<file path="config.mk">
export PLATFORM = sky130hd
export DESIGN_NAME = multicycle_ctrl
export DESIGN_NICKNAME = d
export VERILOG_FILES = /design/src/rtl/multicycle_ctrl.sv
export SDC_FILE = /design/constraint.sdc
export NUM_CORES = 1
export LEC_CHECK = 0
export CORE_MARGIN = 4
export CORE_UTILIZATION = 45
export CTS_CLUSTER_DIAMETER = 150
export CTS_CLUSTER_SIZE = 20
export DETAILED_ROUTE_END_ITERATION = 8
export GPL_ROUTABILITY_DRIVEN = 1
export HOLD_SLACK_MARGIN = 0.05
export PLACE_DENSITY = 0.8
export SLEW_MARGIN = 5
export SYNTH_ARGS = -nofsm -noshare
export SYNTH_HDL_FRONTEND = slang
export SYNTH_SLANG_ARGS = --single-unit
</file>
<file path="constraint.sdc">
create_clock -name clk -period 3.05 [get_ports clk]
set_input_delay 0.305 -clock clk [delete_from_list [all_inputs] [get_ports clk]]
set_output_delay 0.305 -clock clk [all_outputs]
set_load 0.02 [all_outputs]
</file>
<file path="src/rtl/multicycle_ctrl.sv">
// Multicycle RV32I-style control FSM: sequences FETCH/DECODE/EXEC/MEM/WB over a
// shared memory port, with a memory-wait timeout and a sticky trap state.
module multicycle_ctrl #(
   parameter int n   = 32,
   parameter int TMO = 255
) (
   input  logic         clk,
   input  logic         rst_n,
   input  logic [n-1:0] instr,
   input  logic         BrEq,
   input  logic         BrLT,
   input  logic         mem_ready,
   output logic         mem_req,
   output logic         MEMRW,
   output logic         IRWEn,
   output logic         PCWEn,
   output logic         RegWEn,
   output logic         PCSel,
   output logic         BrUn,
   output logic [1:0]   WBSel,
   output logic [2:0]   state,
   output logic         illegal,
   output logic [n-1:0] retired
);

   localparam int WW = (TMO < 2) ? 1 : $clog2(TMO + 1);
   localparam logic [WW-1:0] WAIT_LAST = WW'(TMO - 1);
   localparam logic [WW-1:0] WAIT_ONE  = WW'(1);

   typedef enum logic [2:0] {
      FETCH  = 3'd0,
      DECODE = 3'd1,
      EXEC   = 3'd2,
      MEM    = 3'd3,
      WB     = 3'd4,
      TRAP   = 3'd5
   } state_t;

   state_t         state_q, state_d;
   logic [WW-1:0]  wait_q, wait_d;
   logic           illegal_q, illegal_d;
   logic [n-1:0]   retired_q, retired_d;

   logic [31:0] ir;
   logic [6:0]  opcode;
   logic [2:0]  funct3;
   logic        is_r, is_i, is_ld, is_st, is_br, is_jal, is_jalr, is_lui, is_auipc;
   logic        legal, bad_br, taken;
   logic        unused_ir;

   // Narrow builds zero-extend the instruction so decode logic stays fixed-width.
   assign ir        = 32'(instr);
   assign opcode    = ir[6:0];
   assign funct3    = ir[14:12];
   assign unused_ir = ^{ir[31:15], ir[11:7]};

   assign is_r     = (opcode == 7'b0110011);
   assign is_i     = (opcode == 7'b0010011);
   assign is_ld    = (opcode == 7'b0000011);
   assign is_st    = (opcode == 7'b0100011);
   assign is_br    = (opcode == 7'b1100011);
   assign is_jal   = (opcode == 7'b1101111);
   assign is_jalr  = (opcode == 7'b1100111);
   assign is_lui   = (opcode == 7'b0110111);
   assign is_auipc = (opcode == 7'b0010111);
   assign legal    = is_r | is_i | is_ld | is_st | is_br | is_jal | is_jalr | is_lui | is_auipc;
   assign bad_br   = is_br & ((funct3 == 3'b010) | (funct3 == 3'b011));

   always_comb begin
      taken = 1'b0;
      case (funct3)
         3'b000:          taken = BrEq;
         3'b001:          taken = ~BrEq;
         3'b100, 3'b110:  taken = BrLT;
         3'b101, 3'b111:  taken = ~BrLT;
         default:         taken = 1'b0;
      endcase
   end

   always_comb begin
      state_d = state_q;
      wait_d  = '0;
      mem_req = 1'b0;
      MEMRW   = 1'b0;
      IRWEn   = 1'b0;
      PCWEn   = 1'b0;
      RegWEn  = 1'b0;
      PCSel   = 1'b0;
      BrUn    = 1'b0;
      WBSel   = 2'd1;
      // Outputs are gated by rst_n so nothing pulses while reset is held.
      if (rst_n) begin
         case (state_q)
            FETCH: begin
               mem_req = 1'b1;
               if (mem_ready) begin
                  IRWEn   = 1'b1;
                  state_d = DECODE;
               end else if (wait_q >= WAIT_LAST) begin
                  state_d = TRAP;
               end else begin
                  wait_d = wait_q + WAIT_ONE;
               end
            end
            DECODE: begin
               state_d = (legal && !bad_br) ? EXEC : TRAP;
            end
            EXEC: begin
               if (is_br) begin
                  PCWEn   = 1'b1;
                  PCSel   = taken;
                  BrUn    = ir[13];
                  state_d = FETCH;
               end else if (is_ld || is_st) begin
                  state_d = MEM;
               end else if (legal) begin
                  state_d = WB;
               end else begin
                  state_d = TRAP;
               end
            end
            MEM: begin
               mem_req = 1'b1;
               MEMRW   = is_st;
               if (mem_ready) begin
                  if (is_st) begin
                     PCWEn   = 1'b1;
                     state_d = FETCH;
                  end else begin
                     state_d = WB;
                  end
               end else if (wait_q >= WAIT_LAST) begin
                  state_d = TRAP;
               end else begin
                  wait_d = wait_q + WAIT_ONE;
               end
            end
            WB: begin
               RegWEn  = 1'b1;
               PCWEn   = 1'b1;
               PCSel   = is_jal | is_jalr;
               WBSel   = is_ld ? 2'd0 : ((is_jal | is_jalr) ? 2'd2 : 2'd1);
               state_d = FETCH;
            end
            TRAP: begin
               state_d = TRAP;
            end
            default: begin
               state_d = TRAP;
            end
         endcase
      end
      illegal_d = illegal_q | (state_d == TRAP);
      retired_d = retired_q + n'(PCWEn);
   end

   always_ff @(posedge clk or negedge rst_n) begin
      if (!rst_n) begin
         state_q   <= FETCH;
         wait_q    <= '0;
         illegal_q <= 1'b0;
         retired_q <= '0;
      end else begin
         state_q   <= state_d;
         wait_q    <= wait_d;
         illegal_q <= illegal_d;
         retired_q <= retired_d;
      end
   end

   assign state   = state_q;
   assign illegal = illegal_q;
   assign retired = retired_q;

endmodule

</file>
==> impl_results.md <==
* Commonest non-fill, non-tap cell in the layout: clkdlybuf4s50_1
* Ports at 82
* Hold slack at around 0.15 ns
* Ant diodes at 0
* Worst-Margin Slew at 0.572 ns
* Most frequent cells in the layout: clkdlybuf4s50_1, dfrtp_1, nor2_1, buf_4, xnor2_1
* Cell depth of the worst flop-to-flop path at 13
* Synth Cell Area at 2290 um2
* Die Footprint at roughly 6300 um2
* Port buffer count at 59
* Hold Path Class: primary input to asynchronous set/reset pin
* DRC Markers at 0
* Rel. slew slack at 61.8%
* Overall routing resource usage at between 10% and 20%
* Vias in the first global route at 1,916
* Routability cong. at roughly 0.92
* Async set-reset flop share out of synthesis at 100%
* Setup slack, reg-to-reg at 0.39 ns
* DR pass1 iterations at 4
* Detail Route Antenna Nets at 0
* Wire length on met1 at 2.37 mm
* Reg-to-Reg End: retired[16]
* F_max at approximately 0.35 GHz
* Synthesized area per cell at 10.3 um2
* Met2 WL at 2.60 mm
* Crit Path Max Fanout at 5
* Synth unique cells at 45
* Synth area leader: dfrtp_1
* Max-cap check violation count at 0
* Via count at approximately 2,000
* Sequential area share after synthesis at 48.0%
* H-tree depth at 2
* Post-synthesis xor/xnor area fraction at 13.8%
* Worst-Skew Late Latency at roughly 0.29 ns
* CTS clk-pin slew, worst paths at 0.07 ns
* Worst Path Required at 3.23 ns
* Post-DP HPWL at 3.90 mm
* Setup violators final at 0
* Nets at 352
* CP Launch Type: primary input
* Adder-Cell Fraction of Synth Area at 2.18%
* DR vias/cell at 5.13
* Setup TNS at 0 ns
* Die height at 79.4 um
* Top Metal Used: met4
* Status: completed
* Initial antenna violation count at 0
* Worst EP arrival at 3.05 ns
* Root Driver: clkbuf_8
* Metal3 WL at 253 um
* Post-synthesis mux area share at 0%
* Max VDD drop at 0.249 mV
* Synthesized instance count at 222
* Compound-Gate Fraction of Synth Area at 8.30%
* Critical path class: primary input to flop
* Leakage at 1.43 nW
* Main combinational cell family by area after synthesis: simple AND/OR/NAND/NOR gates
* GRT overflow at 0
* Rows at 25
* Final Cycle Share at 94.4%
* Yosys warning total at 0
* Synth Flop Type: dfrtp_1
* Largest net degree at the start of global routing at between 40 and 50
* Final slew viol count at 0
* R2R Path Start: state[2]
* Wire length per cell at 14.0 um
* Critical path capture point type: flop
* Area Overhead vs Synth at 42.7%
* Placed cell count at 368
* TritonCTS Buffers at 5
* Yosys reg bits at 44
* Mapped Nets at 263
* Total Wirelength at 5.31 mm
* Worst-case clock buffer depth at 2
* Number of synthesized flops with an enable pin at 0
* CTS tree: yes
* Placed Area at 3110 um2
* Final std cells w/o fill at 379
* Die span in x at just under 80 um
* Wire length of the first global-routing pass at 8.80 mm
* Core area at 4820 um2
* DRT iter0 DRCs at 131
* Tmin final at 2.88 ns
* Clock tree sinks at 44
* Initial Util at a little under half
* Layout cell share with drive strength beyond 1 at between 15 and 20%
* PwrDens at 455 nW/um2
* # fillers at between 300 and 400
* Design Area, Final at 3270 um2
* Skew final at ~0.005 ns
* Final Hold Fails at 0
* Simple-gate share of the synthesized area at 25.9%
* Top-area cell type share of the netlist area at ~48%
* Synth area leaders: dfrtp_1, xnor2_1, xor2_1, nor2_1, nand3_1
worst max-delay path by stage:
| stage | endpoint | depth (start not counted) | startpoint |
|---|---|---|---|
| 6_report | retired[16] | 15 | instr[2] |
| 5_1_grt | retired[13] | 13 | instr[3] |
| 4_1_cts | retired[28] | 14 | instr[2] |
| 3_5_place_dp | retired[31] | 12 | instr[2] |
| 3_3_place_gp | retired[31] | 12 | instr[1] |
| 2_1_floorplan | retired[25] | 11 | instr[3] |
final cells by class:
type | instances | area, um2 | area share [%]
inverter | 9 | 33.8 | 1.03
multi-input combinational | 168 | 1200 | 36.6
sequential | 44 | 1100 | 33.7
clock buffer | 8 | 90.1 | 2.75
timing repair buffer | 83 | 766 | 23.4
tap | 67 | 83.8 | 2.56
where the power goes:
part	leakage (nW)	internal (W)	switching (W)
logic	0.790	0.000214	0.000213
registers	0.591	0.000627	0.0000722
clock network	0.0455	0.000185	0.000179
state kept, by name, summed over array words and instances, names as in the netlist:
signal	count
wait_q	8
state	3
retired	32
illegal	1
cells in the mapped netlist, drive strengths merged, types with 2 or more instances:
master  number
a21o         2
a21oi        3
a31oi        2
and3         8
and4         3
dfrtp       44
ha           4
inv          9
nand2       16
nand2b       6
nand3       16
nand4        6
nor2        25
nor3        10
nor3b        2
nor4         3
o211ai       2
o21a         2
o21ai        3
or2          2
or3          3
xnor2       20
xor2        16
through the flow:
stage / power (W) / utilization, % / setup slack (ns)
after global placement: 0.00111 / 64.6 / -0.349
after detailed placement: 0.00112 / 64.6 / -0.383
after CTS: 0.00149 / 66.7 / 0.0425
after floorplan: 0.000912 / - / 0.0996
final: 0.00149 / 67.9 / 0.172
after global routing: 0.00157 / 67.9 / -0.00111
per-layer routing:
metal,global-route usage (%),vias to the layer above
met5,0,-
met4,5.33,0
met3,3.16,8
met2,29.5,50
met1,23.1,925
li1,-,960
repair_timing:
item | CTS | global route
cloned | 0 | 0
setup buffers | 0 | 3
setup endpoints to repair | 11 | 19
hold buffers | 0 | 0
resized for setup | 2 | 8
pin swaps | 0 | 4
worst max-delay path, stage by stage:
cell and delay, ns:
clkdlybuf4s50_1 0.44, nand4bb_4 0.21, buf_4 0.17, nor3_1 0.22, and3_1 0.24, o2bb2ai_2 0.14
ha_2 0.22, buf_4 0.11, ha_2 0.19, nand3_2 0.11, buf_4 0.16, nor3_2 0.11
buf_4 0.16, nand4_1 0.11, xnor2_1 0.14
kinds of logic after synthesis:
| kind of cell | after synthesis |
|---|---|
| AOI/OAI and AO/OA | 24 |
| xor gates and xnor gates | 36 |
| adders and majority gates | 4 |
| buffers and inverters | 10 |
| DFF | 44 |
| and+or+nand+nor | 104 |
Note: power is estimated with default switching activity, not from simulation.
